<file path="src/rtl/mem_lsu_if.sv">
// Pipeline-side request/response and memory-side bus signals of the load/store unit.
// The slave modport is the LSU's view; the master modport is the pipeline/memory environment's view.
interface mem_lsu_if;
  logic        req_valid;
  logic        req_ready;
  logic        req_we;
  logic [1:0]  req_size;
  logic        req_sext;
  logic [31:0] req_addr;
  logic [31:0] req_wdata;
  logic        resp_valid;
  logic [31:0] resp_rdata;
  logic        resp_err;
  logic        mem_en;
  logic        mem_we;
  logic [3:0]  mem_be;
  logic [31:0] mem_addr;
  logic [31:0] mem_wdata;
  logic [31:0] mem_rdata;
  logic        mem_ack;

  modport slave (
    input  req_valid, req_we, req_size, req_sext, req_addr, req_wdata,
    output req_ready,
    output resp_valid, resp_rdata, resp_err,
    output mem_en, mem_we, mem_be, mem_addr, mem_wdata,
    input  mem_rdata, mem_ack
  );

  modport master (
    output req_valid, req_we, req_size, req_sext, req_addr, req_wdata,
    input  req_ready,
    input  resp_valid, resp_rdata, resp_err,
    input  mem_en, mem_we, mem_be, mem_addr, mem_wdata,
    output mem_rdata, mem_ack
  );
endinterface

</file>
<file path="src/rtl/mem_lsu.sv">
// Load/store unit: lane steering and byte enables for stores, lane extract and extension for
// loads, and a request/ack memory handshake with misalignment and timeout error reporting.
//
//   state    | meaning
//   ---------+--------------------------------------------------------------
//   S_IDLE   | ready for a new access (req_ready=1)
//   S_ACCESS | memory request outstanding (mem_en=1), counting wait cycles
//   S_RESP   | one-cycle completion pulse to the pipeline (resp_valid=1)
module mem_lsu #(
  parameter int WAIT_MAX = 16
) (
  input logic      clk,
  input logic      reset,
  mem_lsu_if.slave bus
);

  localparam int CW = (WAIT_MAX > 1) ? $clog2(WAIT_MAX) : 1;

  typedef enum logic [1:0] {
    S_IDLE   = 2'd0,
    S_ACCESS = 2'd1,
    S_RESP   = 2'd2
  } state_t;

  state_t        state_q, state_d;
  logic [CW-1:0] cnt_q;
  logic          we_q, sext_q;
  logic [1:0]    size_q, off_q;
  logic          misalign;
  logic          cnt_last;
  logic [3:0]    be_d;
  logic [31:0]   wdata_d;
  logic [7:0]    byte_sel;
  logic [15:0]   half_sel;
  logic [31:0]   load_ext;

  assign bus.req_ready  = (state_q == S_IDLE);
  assign bus.resp_valid = (state_q == S_RESP);
  assign bus.mem_en     = (state_q == S_ACCESS);
  assign cnt_last       = (cnt_q == CW'(WAIT_MAX - 1));

  always_comb begin
    misalign = 1'b0;
    case (bus.req_size)
      2'd0:    misalign = 1'b0;
      2'd1:    misalign = bus.req_addr[0];
      2'd2:    misalign = |bus.req_addr[1:0];
      default: misalign = 1'b1;
    endcase
  end

  // Store lane steering: narrow operands are replicated so every enabled lane sees the data.
  always_comb begin
    be_d    = 4'b1111;
    wdata_d = bus.req_wdata;
    case (bus.req_size)
      2'd0: begin
        be_d    = 4'b0001 << bus.req_addr[1:0];
        wdata_d = {4{bus.req_wdata[7:0]}};
      end
      2'd1: begin
        be_d    = bus.req_addr[1] ? 4'b1100 : 4'b0011;
        wdata_d = {2{bus.req_wdata[15:0]}};
      end
      default: begin
        be_d    = 4'b1111;
        wdata_d = bus.req_wdata;
      end
    endcase
  end

  always_comb begin
    byte_sel = bus.mem_rdata[{off_q, 3'b000} +: 8];
    half_sel = off_q[1] ? bus.mem_rdata[31:16] : bus.mem_rdata[15:0];
    case (size_q)
      2'd0:    load_ext = {{24{sext_q & byte_sel[7]}}, byte_sel};
      2'd1:    load_ext = {{16{sext_q & half_sel[15]}}, half_sel};
      default: load_ext = bus.mem_rdata;
    endcase
  end

  always_comb begin
    state_d = state_q;
    case (state_q)
      S_IDLE:   if (bus.req_valid) state_d = misalign ? S_RESP : S_ACCESS;
      S_ACCESS: if (bus.mem_ack || cnt_last) state_d = S_RESP;
      S_RESP:   state_d = S_IDLE;
      default:  state_d = S_IDLE;
    endcase
  end

  always_ff @(posedge clk) begin
    if (reset) state_q <= S_IDLE;
    else       state_q <= state_d;
  end

  always_ff @(posedge clk) begin
    if (reset) begin
      cnt_q          <= '0;
      we_q           <= 1'b0;
      sext_q         <= 1'b0;
      size_q         <= 2'd0;
      off_q          <= 2'd0;
      bus.resp_rdata <= '0;
      bus.resp_err   <= 1'b0;
      bus.mem_we     <= 1'b0;
      bus.mem_be     <= '0;
      bus.mem_addr   <= '0;
      bus.mem_wdata  <= '0;
    end else begin
      case (state_q)
        S_IDLE: begin
          if (bus.req_valid) begin
            we_q   <= bus.req_we;
            sext_q <= bus.req_sext;
            size_q <= bus.req_size;
            off_q  <= bus.req_addr[1:0];
            if (misalign) begin
              bus.resp_err   <= 1'b1;
              bus.resp_rdata <= '0;
            end else begin
              bus.mem_we    <= bus.req_we;
              bus.mem_be    <= be_d;
              bus.mem_addr  <= {bus.req_addr[31:2], 2'b00};
              bus.mem_wdata <= wdata_d;
            end
          end
        end
        S_ACCESS: begin
          if (bus.mem_ack) begin
            bus.resp_err   <= 1'b0;
            bus.resp_rdata <= we_q ? 32'd0 : load_ext;
            bus.mem_we     <= 1'b0;
          end else if (cnt_last) begin
            bus.resp_err   <= 1'b1;
            bus.resp_rdata <= '0;
            bus.mem_we     <= 1'b0;
          end else begin
            cnt_q <= cnt_q + 1'b1;
          end
        end
        S_RESP:  cnt_q <= '0;
        default: cnt_q <= '0;
      endcase
    end
  end

endmodule

</file>
<file path="src/flat_wrapper.sv">
// flat-port wrapper written by rule: the top's interface ports become plain ports
module mem_lsu_flat 
#(
  parameter int WAIT_MAX = 16
)
  (clk, reset, bus_req_valid, bus_req_we, bus_req_size, bus_req_sext, bus_req_addr, bus_req_wdata, bus_req_ready, bus_resp_valid, bus_resp_rdata, bus_resp_err, bus_mem_en, bus_mem_we, bus_mem_be, bus_mem_addr, bus_mem_wdata, bus_mem_rdata, bus_mem_ack);
  mem_lsu_if bus_i ();
  input logic clk;
  input logic reset;
  input wire logic [$bits(bus_i.req_valid)-1:0] bus_req_valid;
  input wire logic [$bits(bus_i.req_we)-1:0] bus_req_we;
  input wire logic [$bits(bus_i.req_size)-1:0] bus_req_size;
  input wire logic [$bits(bus_i.req_sext)-1:0] bus_req_sext;
  input wire logic [$bits(bus_i.req_addr)-1:0] bus_req_addr;
  input wire logic [$bits(bus_i.req_wdata)-1:0] bus_req_wdata;
  output wire logic [$bits(bus_i.req_ready)-1:0] bus_req_ready;
  output wire logic [$bits(bus_i.resp_valid)-1:0] bus_resp_valid;
  output wire logic [$bits(bus_i.resp_rdata)-1:0] bus_resp_rdata;
  output wire logic [$bits(bus_i.resp_err)-1:0] bus_resp_err;
  output wire logic [$bits(bus_i.mem_en)-1:0] bus_mem_en;
  output wire logic [$bits(bus_i.mem_we)-1:0] bus_mem_we;
  output wire logic [$bits(bus_i.mem_be)-1:0] bus_mem_be;
  output wire logic [$bits(bus_i.mem_addr)-1:0] bus_mem_addr;
  output wire logic [$bits(bus_i.mem_wdata)-1:0] bus_mem_wdata;
  input wire logic [$bits(bus_i.mem_rdata)-1:0] bus_mem_rdata;
  input wire logic [$bits(bus_i.mem_ack)-1:0] bus_mem_ack;
  assign bus_i.req_valid = bus_req_valid;
  assign bus_i.req_we = bus_req_we;
  assign bus_i.req_size = bus_req_size;
  assign bus_i.req_sext = bus_req_sext;
  assign bus_i.req_addr = bus_req_addr;
  assign bus_i.req_wdata = bus_req_wdata;
  assign bus_req_ready = bus_i.req_ready;
  assign bus_resp_valid = bus_i.resp_valid;
  assign bus_resp_rdata = bus_i.resp_rdata;
  assign bus_resp_err = bus_i.resp_err;
  assign bus_mem_en = bus_i.mem_en;
  assign bus_mem_we = bus_i.mem_we;
  assign bus_mem_be = bus_i.mem_be;
  assign bus_mem_addr = bus_i.mem_addr;
  assign bus_mem_wdata = bus_i.mem_wdata;
  assign bus_i.mem_rdata = bus_mem_rdata;
  assign bus_i.mem_ack = bus_mem_ack;
  mem_lsu #(.WAIT_MAX(WAIT_MAX)) u_core (.clk(clk), .reset(reset), .bus(bus_i));
endmodule
</file>
<file path="config.mk">
export PLATFORM = sky130hd
export DESIGN_NAME = mem_lsu_flat
export DESIGN_NICKNAME = d
export VERILOG_FILES = /design/src/rtl/mem_lsu_if.sv /design/src/rtl/mem_lsu.sv /design/src/flat_wrapper.sv
export SDC_FILE = /design/constraint.sdc
export NUM_CORES = 1
export LEC_CHECK = 0
export BUFFER_PORTS_ARGS = -buffer_cell sky130_fd_sc_hd__clkbuf_2
export CAP_MARGIN = 10
export CORE_MARGIN = 5
export CORE_UTILIZATION = 33
export CTS_CLUSTER_SIZE = 12
export DETAILED_ROUTE_END_ITERATION = 8
export GPL_TIMING_DRIVEN = 0
export SLEW_MARGIN = 10
export SYNTH_ARGS = -nofsm -noshare
export SYNTH_HDL_FRONTEND = slang
export SYNTH_SLANG_ARGS = --single-unit
</file>
<file path="constraint.sdc">
create_clock -name clk -period 1.6 [get_ports clk]
set_clock_uncertainty 0.1 [all_clocks]
set_input_delay 0.16 -clock clk [delete_from_list [all_inputs] [get_ports clk]]
set_output_delay 0.16 -clock clk [all_outputs]
set_load 0.05 [all_outputs]
</file>
==> PnR_summary.wiki <==
{| class="wikitable"
! Metric !! Value
|-
| Total via count after detailed routing || roughly 5300
|-
| CTS Buffer Depth || 2
|-
| Critical path capture point type || flop
|-
| Number of antenna violations at the first check in global routing || 1
|-
| Failing checks || setup timing
|-
| Global-route wire length before repair || 26900 um
|-
| Last weighted congestion value of the routability-driven placer || 0.826
|-
| Core Area || 14500 um^2
|-
| Number of enable-type register cells in the synthesized netlist || 0
|-
| Endpoint required time on the critical path || 1750 ps
|-
| Die Width || 132 um
|-
| # placed instances || 953
|-
| Number of iterations in the first detailed-routing pass || 5
|-
| Clock transition at the registers of the reported paths || 80 ps
|-
| Gr ovfl total || 0
|-
| Post-route fraction of the period consumed by the critical path || 112%
|-
| Worst Path Arrival || 1930 ps
|-
| Reg2reg setup slack || -190 ps
|-
| Core Rows || 44
|-
| Top cells by area in the synthesized netlist || dfxtp_1 46%, nand2_1 8.9%, a21oi_1 7.1%
|-
| Avg Cell Area, Syn || between 8 and 9 um^2
|-
| Post-detailed-route wirelength per cell || 18.0 um
|-
| Vias in the first global route || 5095
|-
| Power density over the cells || 903 nW/um^2
|-
| RSZ-0062 raised after global routing || true
|-
| Period minus WS final || 1790 ps
|-
| Largest driver fanout on the critical path || 8
|-
| Total wirelength of the detailed-routed design || roughly 19000 um
|-
| Worst setup margin || -185 ps
|-
| Storage element area || 2250 um^2
|-
| Die height || 132 um
|-
| Aggregate global-route resource usage || a little under a fifth
|-
| Remaining antenna violation count || 0
|-
| Worst setup path startpoint || u_core.off_q[1]
|-
| Fill count || 1300
|-
| Htree depth || 3
|-
| Critical path start-end classification || flop to flop
|-
| Estimated wirelength of the detail-placed design || 12800 um
|-
| Gate count of the mapped netlist || about 560
|-
| Maximum number of pins on one net before global-route repair || 23
|-
| TritonCTS buffer count || 9
|-
| CTS root buffer || clkbuf_16
|-
| Total of flip-flops plus latches after synthesis || between 100 and 150
|-
| Startpoint of the worst-slack reg-to-reg timing path || u_core.off_q[1]
|-
| # IOs || 209
|-
| Post-synthesis instance area || 4880 um^2
|-
| Warning count from the yosys run || 0
|-
| Class of the tightest hold or removal check || primary input to flop
|-
| Fraction of final layout cells sized beyond drive strength 1 || 45.3%
|-
| Setup TNS || -3820 ps
|-
| TritonCTS Sinks || 112
|-
| Area taken by multi-input logic gates || just under 3000 um^2
|-
| Worst-margin pin slew || ~750 ps
|-
| Capture point of the worst reg-to-reg path || u_core.bus.resp_rdata[8]
|-
| Layout Area Growth over Synthesis || 66.3%
|-
| TritonCTS clock tree || built
|-
| Via/cell ratio || 5.04
|-
| Worst hold-check slack || 6.80 ps
|-
| Yosys top cell by area || dfxtp_1
|-
| GRT met2 Usage || 31.6%
|-
| Global routing met3 resource utilization || ~7.2%
|-
| Capture point of the worst path || u_core.bus.resp_rdata[8]
|-
| GRT met1 Usage || 22.7%
|-
| Crit path launch type || flop
|-
| Layer carrying the most global-route usage || met2
|-
| Peak supply drop || 0.000653 V
|-
| Final-stage net count || 964
|-
| Number of hold violations in the final report || 0
|-
| Max-cap violations || 0
|-
| Final setup violating endpoints || 58
|-
| Post-route non-filler standard cell count || between 1000 and 1500
|-
| I/O Buffers || 205
|-
| Share of flip-flops with an asynchronous set or reset || 0%
|-
| Drt drc || 0
|-
| Static leakage || between 3 and 4 nW
|-
| Number of pins exceeding their max-slew limit in the final report || 0
|-
| Prevailing post-synth register cell || dfxtp_1
|-
| Insertion delay of the later-clocked pin in the worst-skew pair || 350 ps
|-
| Starting Density || 33.6%
|-
| Reg2Reg Depth || 4
|-
| Proportion of netlist area held by the largest area contributor || 46.0%
|-
| Slew HR || 49.7%
|-
| Part of the Yosys area used for sequential elements || 46.0%
|-
| Synth cell types || 42
|-
| DR iter-0 viols || 256
|-
| Area of the die || 17300 um^2
|-
| Run status || finished, violations left
|-
| Max Fclk || 560 MHz
|}
==> worst max-delay path, stage by stage, from the launching register on <==
cell and delay (ps):
dfxtp_4 360, mux4_2 530, a31oi_4 330, nand2_1 110, a32o_1 250
==> placed cells by master (no fill, tap or decap), types with 4 or more instances in the layout <==
cell           Yosys  layout
buf_6              1       9
nor2_1            33      27
nand2_1          115      81
o211ai_1           8       8
buf_4             11      15
mux2_2             6       6
clkbuf_1          21       9
o2bb2ai_1         24      24
inv_6              0       4
a311oi_1          11       7
nand2_4            0      31
clkbuf_2           0     210
a32o_1             8       8
nor3_1             6       6
buf_12             0       9
a21oi_1           69      34
clkbuf_16          0      17
mux2i_1           32      30
dlygate4sd3_1      0      59
nand2b_1          18      18
a211oi_2           0       8
dfxtp_1          112     107
nor2b_1           11      10
a311oi_2           0       4
a211oi_1          12       4
o21ai_0           18      18
a21oi_2            0      33
==> worst min path at each step <==
stage	from	slack, ps	depth (start not counted)	end
4_1_cts	bus_mem_rdata[1]	0.2	3	u_core.bus.resp_rdata[1]
2_1_floorplan	bus_mem_ack	160	1	u_core.bus.resp_err
3_3_place_gp	bus_req_addr[28]	280	3	u_core.bus.mem_addr[28]
3_5_place_dp	bus_req_addr[28]	290	3	u_core.bus.mem_addr[28]
5_1_grt	bus_req_wdata[4]	20	3	u_core.bus.mem_wdata[4]
6_report	bus_mem_rdata[1]	7	3	u_core.bus.resp_rdata[1]
==> routing by layer <==
layer / vias to the layer above / share of wire, %
met2: 188 / 50
met5: - / 0
met1: 2512 / 40
met4: 0 / 2.2
met3: 25 / 7.7
li1: 2565 / -
==> repair_timing <==
action / CTS / global route
gates resized for setup: 43 / 174
setup buffers: 4 / 8
pin swaps: 7 / 77
cloned: 1 / 10
hold buffers: 59 / 0
endpoints found under the setup margin: 109 / 102
endpoints found under the hold margin: 59 / 0
==> sequential cells by signal, summed over array words and instances (netlist names), 2 cells and up <==
name / count
u_core.off_q: 2
u_core.cnt_q: 4
u_core.bus.mem_wdata: 32
u_core.size_q: 2
u_core.bus.resp_rdata: 32
u_core.state_q: 2
u_core.bus.mem_addr: 30
u_core.bus.mem_be: 4
==> where the power goes <==
group	total (mW)	internal, mW	switching [mW]
combinational	2.01	0.779	1.23
sequential	3.01	2.92	0.0893
clock	2.31	1.12	1.19
==> final cells by class <==
class | instances | share of cell area (%)
Antenna cell | 1 | 0.0308
Buffer | 46 | 5.24
Clock buffer | 9 | 2.78
Clock inverter | 7 | 1.03
Inverter | 4 | 0.185
Multi-Input combinational cell | 399 | 35.9
Sequential cell | 112 | 27.8
Tap cell | 184 | 2.84
Timing Repair Buffer | 287 | 24.2
==> stage by stage <==
| step | total power, mW | worst slack, ps | area, um^2 | utilization, % |
|---|---|---|---|---|
| global placement | 4.55 | -358 | 6140 | 42.3 |
| global route | 7.65 | -225 | 8110 | 55.8 |
| detailed placement | 4.55 | -370 | 6140 | 42.3 |
| finish | 7.33 | -185 | 8110 | 55.8 |
| floorplan | 4.08 | -101 | 4890 | - |
| CTS | 7.05 | -262 | 7200 | 49.6 |
==> synth_stat cells, drive strengths merged (2+ instances only) <==
| cell type | n |
|---|---|
| a311oi | 11 |
| o21ai | 20 |
| clkbuf | 21 |
| nand2 | 115 |
| a21o | 2 |
| and3 | 2 |
| a32o | 8 |
| nor3 | 6 |
| a211oi | 12 |
| a31oi | 2 |
| dfxtp | 112 |
| nand3 | 3 |
| buf | 28 |
| mux2 | 7 |
| and2 | 2 |
| o211ai | 8 |
| mux2i | 32 |
| nor2 | 33 |
| nor2b | 11 |
| xor2 | 2 |
| nand2b | 18 |
| o2bb2ai | 24 |
| a21oi | 70 |
| inv | 3 |
==> kinds of logic (layout without fill, tap and decap cells) <==
kind of cell	Yosys count	after routing	synth area share, %
compound gates	160	160	22.1
buf+inv	53	353	5.41
other cells	1	3	0.0769
flops	112	112	46.0
fa+ha+maj	1	1	0.257
simple gates	193	193	17.0
xor+xnor	3	3	0.539
mux	40	40	8.65
No activity file was read; power rests on OpenSTA's default activity.
